$ cat config.mk
export PLATFORM = sky130hd
export DESIGN_NAME = piso_serializer
export DESIGN_NICKNAME = d
export VERILOG_FILES = /design/src/rtl/piso_serializer.sv
export SDC_FILE = /design/constraint.sdc
export NUM_CORES = 1
export LEC_CHECK = 0
export BUFFER_PORTS_ARGS = -buffer_cell sky130_fd_sc_hd__buf_4
export CORE_MARGIN = 2
export CORE_UTILIZATION = 52
export CTS_CLUSTER_DIAMETER = 80
export CTS_CLUSTER_SIZE = 20
export DETAILED_ROUTE_END_ITERATION = 8
export GPL_ROUTABILITY_DRIVEN = 0
export PLACE_DENSITY = 0.78
export SYNTH_ARGS = -nofsm -noshare
export SYNTH_HDL_FRONTEND = slang
export SYNTH_SLANG_ARGS = --single-unit
export TNS_END_PERCENT = 1
$ cat constraint.sdc
create_clock -name clk -period 1.98 [get_ports clk]
set_clock_uncertainty 0.15 [all_clocks]
set_input_delay 0.594 -clock clk [delete_from_list [all_inputs] [get_ports clk]]
set_output_delay 0.594 -clock clk [all_outputs]
set_load 0.03 [all_outputs]
$ cat src/rtl/piso_serializer.sv
// Parallel-in/serial-out serializer with a valid/ready load handshake.
// Each word becomes WIDTH bits, each bit held CLKS_PER_BIT clocks, and frames can run back to back.
module piso_serializer #(
    parameter int WIDTH        = 8,
    parameter int MSB_FIRST    = 0,
    parameter int CLKS_PER_BIT = 1,
    parameter bit IDLE_LEVEL   = 1'b0
) (
    input  logic             clk,
    input  logic             rst,
    input  logic             in_valid,
    input  logic [WIDTH-1:0] in_data,
    output logic             in_ready,
    output logic             out_bit,
    output logic             busy,
    output logic             frame_done
);

    localparam int CNT_W     = $clog2(WIDTH);
    localparam int DIV_W     = (CLKS_PER_BIT > 1) ? $clog2(CLKS_PER_BIT) : 1;
    localparam int FIRST_IDX = (MSB_FIRST != 0) ? WIDTH - 1 : 0;
    localparam logic [CNT_W-1:0] BIT_LAST = CNT_W'(WIDTH - 1);
    localparam logic [DIV_W-1:0] DIV_LAST = DIV_W'(CLKS_PER_BIT - 1);

    typedef enum logic {
        IDLE  = 1'b0,
        SHIFT = 1'b1
    } state_t;

    state_t           state_reg, state_next;
    logic [WIDTH-1:0] shift_reg, shift_next;
    logic [CNT_W-1:0] bit_cnt_reg, bit_cnt_next;
    logic [DIV_W-1:0] div_reg, div_next;
    logic             out_bit_reg, out_bit_next;
    logic             busy_reg, busy_next;

    logic [WIDTH-1:0] load_word;
    logic [WIDTH-1:0] run_word;
    logic             last_clk;
    logic             accept;

    // The shift register holds only the bits not yet driven; the next one sits at FIRST_IDX.
    // load_word is the incoming word with its first bit already removed.
    for (genvar gi = 0; gi < WIDTH; gi++) begin : g_shift
        if (MSB_FIRST != 0) begin : g_left
            if (gi == 0) begin : g_fill
                assign load_word[gi] = 1'b0;
                assign run_word[gi]  = 1'b0;
            end else begin : g_move
                assign load_word[gi] = in_data[gi-1];
                assign run_word[gi]  = shift_reg[gi-1];
            end
        end else begin : g_right
            if (gi == WIDTH - 1) begin : g_fill
                assign load_word[gi] = 1'b0;
                assign run_word[gi]  = 1'b0;
            end else begin : g_move
                assign load_word[gi] = in_data[gi+1];
                assign run_word[gi]  = shift_reg[gi+1];
            end
        end
    end

    assign last_clk   = (state_reg == SHIFT) && (bit_cnt_reg == BIT_LAST) && (div_reg == DIV_LAST);
    assign in_ready   = rst && ((state_reg == IDLE) || last_clk);
    assign frame_done = rst && last_clk;
    assign accept     = in_valid && in_ready;

    always_comb begin
        state_next   = state_reg;
        shift_next   = shift_reg;
        bit_cnt_next = bit_cnt_reg;
        div_next     = div_reg;
        out_bit_next = out_bit_reg;
        busy_next    = busy_reg;

        case (state_reg)
            IDLE: begin
                if (accept) begin
                    state_next   = SHIFT;
                    shift_next   = load_word;
                    bit_cnt_next = '0;
                    div_next     = '0;
                    out_bit_next = in_data[FIRST_IDX];
                    busy_next    = 1'b1;
                end
            end
            SHIFT: begin
                if (div_reg != DIV_LAST) begin
                    div_next = div_reg + 1'b1;
                end else if (bit_cnt_reg != BIT_LAST) begin
                    div_next     = '0;
                    bit_cnt_next = bit_cnt_reg + 1'b1;
                    out_bit_next = shift_reg[FIRST_IDX];
                    shift_next   = run_word;
                end else if (accept) begin
                    // Chain the next frame with no idle cycle in between.
                    shift_next   = load_word;
                    bit_cnt_next = '0;
                    div_next     = '0;
                    out_bit_next = in_data[FIRST_IDX];
                    busy_next    = 1'b1;
                end else begin
                    state_next   = IDLE;
                    shift_next   = '0;
                    bit_cnt_next = '0;
                    div_next     = '0;
                    out_bit_next = IDLE_LEVEL;
                    busy_next    = 1'b0;
                end
            end
            default: begin
                state_next = IDLE;
            end
        endcase
    end

    always_ff @(posedge clk) begin
        if (!rst) begin
            state_reg   <= IDLE;
            shift_reg   <= '0;
            bit_cnt_reg <= '0;
            div_reg     <= '0;
            out_bit_reg <= IDLE_LEVEL;
            busy_reg    <= 1'b0;
        end else begin
            state_reg   <= state_next;
            shift_reg   <= shift_next;
            bit_cnt_reg <= bit_cnt_next;
            div_reg     <= div_next;
            out_bit_reg <= out_bit_next;
            busy_reg    <= busy_next;
        end
    end

    assign out_bit = out_bit_reg;
    assign busy    = busy_reg;

endmodule

==> out/qor.yml, run 1 <==
clocking:
  tritoncts: "yes"
  cts_max_path_buffers: 2
  clock_latency_ns: 0.27
  path_clk_slew_ns: 0.08
  cts_buffers: 3
  h-tree-depth: 1
  cts_root_buf: "clkbuf_4"
  cts.sink_count: 13
setup_path:
  required_ns: 1.24
  crit_type: "flip-flop to output port"
  cp-end-kind: "output port"
  crit_arrival_ns: 1.26
  crit_fanout: 3
  cp-start-kind: "flip-flop"
  reg2reg_slack_ns: 0.21
pwr:
  clockPowerShare_pct: 27.8
  power.share.combinational_pct: 22.7
  netSwitchingPower_mw: 0.167
  p_leak_nw: 0.366
  p_int_mw: 0.426
  switching_share_pct: 28.1
  pwr-share-seq_pct: 49.5
  powerDensity_nw_per_um2: 620
  vdd_drop_max_mv: 0.461
floorplanning:
  ioPinCount: 15
  fp.dieH_um: 42.2
  die_area_um2: 1780
  core-area_um2: 1330
  die_x_um: 42.2
  rows: 13
  start_util_pct: 56.8
timing:
  finalHoldViolations: 0
  period_needed_ns: 2.00
  setup_viol: 1
  finalWorstSetupSlack_ns: -0.0196
  slew_headroom_pct: 81.2
  fin_crit_sh_pct: 101
  slew_viol_final: 0
  rsz0062_at_grt: "yes"
  worst_slew_pin_slew_ns: 0.280
  fmax_mhz: 500
finish:
  multi_input_area_um2: 460
  fillers: 101
  fin_nets: 107
  largest_reg_flops: 7
  fin_cells: 108
  seq_area_um2: 263
  antenna_cells: 0
  design_area_um2: 956
  drive_gt1_share_pct: 52.7
  area_growth_pct: 26.3
drt:
  vias: 614
  via_per_inst: 5.69
  avgRoutedWirePerCell_um: 14.3
  drtIter0Drc: 11
  drt_pass1_iterations: 4
  drc_errors: 0
  antenna_left: 0
  totalWireLength_mm: 1.55
global_routing:
  grt_overflow_total: 0
  track_usage_pct: 20.1
  use_met3_pct: 3.88
  use_met1_pct: 26.0
  antenna_found_initial: 0
  grt_pass1_wl_mm: 2.77
  grt_start_max_net_pins: 18
  grt_pass1_vias: 600
  grt_use_met2_pct: 32.2
  busiest_layer: "met2"
synthesis:
  synth_area_per_cell_um2: 10.5
  synth-warning-count: 0
  synth-seq-cells: 13
  syn_area_um2: 757
  syn_inst: 72
  syn_nets: 85
  synth_cell_types: 22
  ys_seq_area_share_pct: 34.4
placement:
  hpwl_mm: 1.01
  placed_cells: 99
  place_area_um2: 852
  port_buffers: 14
worst_hold_path:
  worstHoldPathType: "flip-flop to flip-flop"
run_status:
  violations: "negative setup slack"
  status: "finished with violations"
job:
  maxCapViolCount: 0
## cell families (layout without fill, tap and decap cells)
group,after synthesis,count (layout),share of synthesized area [%]
buf+inv,7,28,9.09
compound gates,33,33,38.0
flops,13,13,34.4
fa+ha+maj,2,2,3.31
mux,2,2,2.64
simple gates,15,15,12.6
## path summary, 6_finish.rpt
check	cells after the start	to	from
min	1	busy	busy
min reg2reg	1	busy	busy
max	5	in_ready	bit_cnt_reg[1]
max reg2reg	8	busy	bit_cnt_reg[1]
## critical path, cell delays in order (launching register included)
cell and delay, ns:
dfxtp_2 0.34, ha_4 0.16, ha_4 0.17, nor2b_4 0.13
nor2b_2 0.05, buf_6 0.13
## synth_stat cells
cell / number / area share (%)
dfxtp_1: 13 / 34
a21oi_2: 7 / 8.1
a22oi_2: 7 / 12
o21bai_1: 7 / 6.9
o31ai_1: 7 / 6.9
buf_6: 5 / 7.4
nor2b_1: 5 / 4.1
a21oi_1: 2 / 1.3
and3_1: 2 / 1.7
ha_1: 2 / 3.3
mux2i_1: 2 / 2.6
nand2_1: 2 / 0.99
nor3b_1: 2 / 2.0
and2_1: 1 / 0.83
buf_2: 1 / 0.66
buf_4: 1 / 0.99
nand3_1: 1 / 0.66
nor2_1: 1 / 0.50
nor2b_4: 1 / 1.8
o21a_1: 1 / 0.99
o21ai_0: 1 / 0.66
o221a_2: 1 / 1.5
## power groups by stage
stage / registers, mW / clock network [mW] / logic (mW)
floorplan: 0.303 / 0 / 0.0826
global placement: 0.298 / 0 / 0.120
detailed placement: 0.298 / 0 / 0.123
CTS: 0.293 / 0.175 / 0.129
global route: 0.295 / 0.187 / 0.147
finish: 0.293 / 0.165 / 0.135
## layer usage
| metal | wire length [µm] | vias up |
|---|---|---|
| met1 | 703 | 288 |
| li1 | - | 311 |
| met3 | 56 | 2 |
| met5 | 0 | - |
| met2 | 766 | 13 |
| met4 | 23 | 0 |
## timing repair
item,CTS,global route
hold buffers,0,0
cloned,0,0
endpoints found under the setup margin,2,2
setup buffers,3,2
gates resized for setup,9,0
## cell type report
| cell class | instances | share of cell area [%] |
|---|---|---|
| multi-input cells | 52 | 48.2 |
| flip-flops and latches | 13 | 27.5 |
| repair buffers | 24 | 19.6 |
| clock buffers | 4 | 2.75 |
| well taps | 15 | 1.96 |
## layout by cell type (no fill, tap or decap), types with 2 or more instances in the layout
cell type	count
a21oi_2	7
nor3b_1	2
nor2b_1	4
buf_4	22
dfxtp_1	11
buf_6	2
clkbuf_4	3
mux2i_1	2
nand2_1	2
a21oi_1	2
ha_4	2
a22oi_2	7
o31ai_1	7
dfxtp_2	2
o21bai_1	7
## metrics by stage
step                hold slack (ns)  power [mW]  setup slack (ns)  setup TNS [ns]  utilization (%)
floorplan                     0.367       0.386            0.0397               0                -
global placement              0.366       0.418             0.157               0             63.9
detailed placement            0.374       0.421             0.133               0             63.9
CTS                           0.395       0.598           -0.0104         -0.0158             70.5
global route                  0.427       0.629           -0.0618         -0.0899             71.7
finish                        0.390       0.593           -0.0196         -0.0196             71.7
Note: power is estimated with default switching activity, not from simulation.
==> run 2: changes to the inputs <==
--- a/config.mk
+++ b/config.mk
@@ -6,7 +6,7 @@
 export NUM_CORES = 1
 export LEC_CHECK = 0
 export BUFFER_PORTS_ARGS = -buffer_cell sky130_fd_sc_hd__buf_4
-export CORE_MARGIN = 2
+export CORE_MARGIN = 3
 export CORE_UTILIZATION = 52
 export CTS_CLUSTER_DIAMETER = 80
 export CTS_CLUSTER_SIZE = 20
==> run 2 against run 1 <==
The flow still finishes with violations (negative setup slack). Routed wire length fell by 2.1%. First-iteration DRC count shrank 36%. Final area fell by 0.79%. Utilization decreased by 0.56 points. Largest cell class unchanged.
==> out/qor.yml, run 2 (synthesis gave the netlist of run 1 again) <==
timing:
  fmax_mhz: 502
  setup_viol: 2
  slew_viol_final: 0
  slew_headroom_pct: 81.2
  whs_ns: 0.393
  finalHoldViolations: 0
  finalWorstSetupSlack_ns: -0.0117
  period_needed_ns: 1.99
  rsz0062_at_grt: "yes"
  fin_crit_sh_pct: 101
  worst_slew_pin_slew_ns: 0.280
floorplanning:
  rows: 13
  ioPinCount: 15
  start_util_pct: 56.8
  core-area_um2: 1330
  die_x_um: 44.2
  fp.dieH_um: 44.2
  die_area_um2: 1950
pwr:
  vdd_drop_max_mv: 0.448
  pwr-share-seq_pct: 49.9
  netSwitchingPower_mw: 0.165
  switching_share_pct: 28.1
  p_leak_nw: 0.362
  clockPowerShare_pct: 28.2
  power.share.combinational_pct: 21.9
  p_int_mw: 0.423
  powerDensity_nw_per_um2: 620
drt:
  drtIter0Drc: 7
  drt_pass1_iterations: 4
  drc_errors: 0
  vias: 627
  via_per_inst: 5.86
  totalWireLength_mm: 1.52
  avgRoutedWirePerCell_um: 14.2
  antenna_left: 0
finish:
  area_growth_pct: 25.3
  final_cell_mix: "21 x buf_4, 11 x dfxtp_1"
  antenna_cells: 0
  fin_nets: 106
  layout_commonest_cell: "buf_4"
  drive_gt1_share_pct: 52.2
  design_area_um2: 948
  largest_reg_flops: 7
  fin_util_pct: 71.1
clocking:
  path_clk_slew_ns: 0.08
  cts_max_path_buffers: 2
  cts_root_buf: "clkbuf_4"
  cts.sink_count: 13
  cts_buffers: 3
  clock_latency_ns: 0.27
  tritoncts: "yes"
  h-tree-depth: 1
setup_path:
  cp-end-kind: "output port"
  required_ns: 1.24
  crit_type: "flip-flop to output port"
  cp-start-kind: "flip-flop"
  crit_fanout: 3
  crit_arrival_ns: 1.25
placement:
  place_area_um2: 852
  hpwl_mm: 1.03
  port_buffers: 14
worst_hold_path:
  worstHoldPathType: "flip-flop to flip-flop"
global_routing:
  track_usage_pct: 18.1
  antenna_found_initial: 0
  grt_pass1_wl_mm: 2.64
  grt_overflow_total: 0
  grt_start_max_net_pins: 18
  grt_pass1_vias: 610
run_status:
  violations: "negative setup slack"
  status: "finished with violations"
job:
  maxCapViolCount: 0
## run 2: worst max-delay path, cell delays in order, from the launching register on
cell and delay [ns]:
dfxtp_2 0.34, ha_4 0.16, ha_4 0.17, nor2b_4 0.12
nor2b_2 0.05, buf_6 0.13
## run 2: worst paths after layout
path / from / end / cells past startpoint / slack (ns)
max reg2reg: bit_cnt_reg[1] / busy / 7 / 0.33
min reg2reg: busy / busy / 1 / 0.39
min: busy / busy / 1 / 0.39
max: bit_cnt_reg[1] / in_ready / 5 / -0.01
## run 2: cell type report
class	instances	area, µm²
Clock buffer	4	26.3
Timing Repair Buffer	23	180
Multi-Input combinational cell	52	460
Sequential cell	13	263
Fill cell	101	385
Tap cell	15	18.8
## run 2: timing repair
| item | 4_1_cts | 5_1_grt |
|---|---|---|
| endpoints found under the hold margin | 0 | 0 |
| buffers inserted | 4 | 0 |
| resized for setup | 9 | 0 |
| gates cloned | 0 | 0 |
| hold buffers | 0 | 0 |
| setup endpoints to repair | 2 | 2 |
## run 2: stage by stage
step	worst slack [ns]	instances	TNS, ns	power [mW]
finish	-0.0117	107	-0.0218	0.588
global route	-0.0621	107	-0.107	0.620
CTS	-0.00989	107	-0.0195	0.594
detailed placement	0.105	99	0	0.421
global placement	0.158	99	0	0.418
floorplan	0.0397	72	0	0.386
## run 2: routing by layer
metal | wire length (µm) | GRT usage, % | part of all wire (%) | vias up
li1 | - | - | - | 309
met5 | 0 | 0 | 0 | -
met3 | 71 | 2.44 | 4.7 | 2
met2 | 788 | 30.5 | 52 | 17
met4 | 13 | 9.04 | 0.86 | 0
met1 | 643 | 22.3 | 42 | 299
## run 2: power by group through the flow
stage | Clock (mW) | Sequential (mW) | Combinational, mW
global placement | 0 | 0.298 | 0.120
finish | 0.166 | 0.293 | 0.129
detailed placement | 0 | 0.298 | 0.122
global route | 0.183 | 0.296 | 0.141
floorplan | 0 | 0.303 | 0.0826
CTS | 0.171 | 0.294 | 0.129
==> run 3: changes to the inputs <==
--- a/config.mk
+++ b/config.mk
@@ -6,13 +6,14 @@
 export NUM_CORES = 1
 export LEC_CHECK = 0
 export BUFFER_PORTS_ARGS = -buffer_cell sky130_fd_sc_hd__buf_4
-export CORE_MARGIN = 3
-export CORE_UTILIZATION = 52
+export CORE_MARGIN = 4
+export CORE_UTILIZATION = 47
 export CTS_CLUSTER_DIAMETER = 80
 export CTS_CLUSTER_SIZE = 20
 export DETAILED_ROUTE_END_ITERATION = 8
 export GPL_ROUTABILITY_DRIVEN = 0
-export PLACE_DENSITY = 0.78
+export PLACE_DENSITY = 0.74
+export SETUP_SLACK_MARGIN = 0.3
 export SYNTH_ARGS = -nofsm -noshare
 export SYNTH_HDL_FRONTEND = slang
 export SYNTH_SLANG_ARGS = --single-unit
==> constraint.sdc (replaced) <==
create_clock -name clk -period 1.7 [get_ports clk]
set_clock_uncertainty 0.15 [all_clocks]
set_input_delay 0.51 -clock clk [delete_from_list [all_inputs] [get_ports clk]]
set_output_delay 0.51 -clock clk [all_outputs]
set_load 0.03 [all_outputs]
==> run 3 against run 2 <==
The run still ends with negative setup slack left. First-iteration DRC count stayed put. Final area rose by 0.79%. Register-to-register slack got worse by 0.23 ns. Combinational power is 13% higher. Critical path depth stayed put. Cell count shrank 1.9%. Routed wire length shrank 2.9%. Critical endpoint unchanged. Largest power group unchanged.
==> out/qor.yml, run 3 (synthesis gave the netlist of run 1 again) <==
run_status:
  status: "finished with violations"
  violations: "negative setup slack"
job:
  maxCapViolCount: 0
finish:
  area_growth_pct: 26.3
  antenna_cells: 0
  final_cell_mix: "15 x buf_4, 9 x dfxtp_1"
  drive_gt1_share_pct: 53.9
  fin_cells: 105
  multi_input_area_um2: 465
  seq_area_um2: 265
  fin_util_pct: 63.5
  fillers: 133
  fin_nets: 103
  largest_reg_flops: 7
  layout_commonest_cell: "buf_4"
floorplanning:
  core-area_um2: 1510
  rows: 14
  die_area_um2: 2320
  ioPinCount: 15
  fp.dieH_um: 48.1
  die_x_um: 48.1
  start_util_pct: 50.2
pwr:
  powerDensity_nw_per_um2: 710
  p_leak_nw: 0.358
  vdd_drop_max_mv: 0.624
  total_power_mw: 0.678
timing:
  worst_slew_pin_slew_ns: 0.307
  slew_viol_final: 0
  period_needed_ns: 1.92
  setup_viol: 2
  fmax_mhz: 521
  fin_tns_setup_ns: -0.439
  slew_headroom_pct: 79.3
  finalWorstSetupSlack_ns: -0.221
  whs_ns: 0.359
  rsz0062_at_grt: "yes"
  fin_crit_sh_pct: 113
  finalHoldViolations: 0
drt:
  totalWireLength_mm: 1.47
  drtIter0Drc: 7
  vias: 586
  avgRoutedWirePerCell_um: 14.0
  via_per_inst: 5.58
  antenna_left: 0
  drc_errors: 0
  drt_pass1_iterations: 3
clocking:
  clock_latency_ns: 0.28
  h-tree-depth: 1
  cts_root_buf: "clkbuf_4"
  path_clk_slew_ns: 0.08
  cts_max_path_buffers: 2
  cts.sink_count: 13
  cts_buffers: 3
  tritoncts: "yes"
setup_path:
  slowest_delay_ns: 0.34
  cp_top_family: "flip-flops"
  crit_fanout: 4
  cp_slowest_cell: "dfxtp_2"
  crit_type: "flip-flop to output port"
  crit_arrival_ns: 1.26
  required_ns: 1.04
  cp-start-kind: "flip-flop"
  critPathBufInv: 1
  cp-end-kind: "output port"
  crit_chain: "ha_4, ha_4, nor2b_4, nor2b_4, buf_6"
placement:
  port_buffers: 14
  hpwl_mm: 1.12
  placed_cells: 100
worst_hold_path:
  worstHoldPathType: "primary input to flip-flop"
global_routing:
  grt_overflow_total: 0
  grt_pass1_wl_mm: 2.52
  track_usage_pct: 15.4
  grt_pass1_vias: 585
  antenna_found_initial: 0
  grt_start_max_net_pins: 18
## run 3: cell types whose count changed in the layout (fill, tap and decap cells not counted), sizes merged
cell,previous run,this run
clkinv,0,1
clkbuf,4,3
buf,23,20
## run 3: routing by layer
metal	GRT usage (%)	up-vias	share of wire, %	routed length (µm)
met5	0	-	0	0
met4	1.61	0	0	0
met3	5.54	0	3.2	47
met2	26.1	9	50	733
met1	19.4	276	47	693
li1	-	301	-	-
## run 3: worst paths after layout
kind	startpoint	end	slack (ns)	depth (start not counted)
worst max-delay path	bit_cnt_reg[1]	in_ready	-0.22	5
worst min-delay path	in_data[5]	shift_reg[4]	0.36	3
worst max register to register	bit_cnt_reg[1]	busy	0.10	6
worst min register to register	busy	busy	0.38	1
## run 3: where the power goes
| part | total, mW | leakage [nW] | internal (mW) | switching (mW) |
|---|---|---|---|---|
| logic | 0.146 | 0.231 | 0.0739 | 0.0722 |
| registers | 0.345 | 0.109 | 0.328 | 0.0175 |
| clock network | 0.187 | 0.0177 | 0.0873 | 0.0999 |
| total | 0.678 | 0.358 | 0.489 | 0.190 |
## run 3: repair_timing
item / CTS / global route
pin swaps: 1 / 14
endpoints found under the setup margin: 14 / 15
gates resized for setup: 6 / 1
setup buffers: 1 / 0
hold buffers: 0 / 0
endpoints found under the hold margin: 0 / 0
## run 3: cell type report
type,instances,area share (%)
multi-input cells,52,48.7
flip-flops and latches,13,27.7
repair buffers,20,18.6
clock buffers,3,2.36
well taps,16,2.09
clock inverters,1,0.524
## run 3: worst register-to-register path, cell delays in order, from the launching register on
cell and delay (ns):
dfxtp_2 0.34, ha_4 0.16, ha_4 0.17, nor2b_4 0.13
buf_4 0.22, nor2b_1 0.07, o221a_2 0.24
## run 3: metrics by stage
| stage | instance area (µm²) | worst slack [ns] |
|---|---|---|
| after floorplan | 792 | 0.0380 |
| after global placement | 898 | 0.0461 |
| after detailed placement | 898 | 0.0481 |
| after CTS | 951 | -0.236 |
| after global routing | 956 | -0.280 |
| final | 956 | -0.221 |
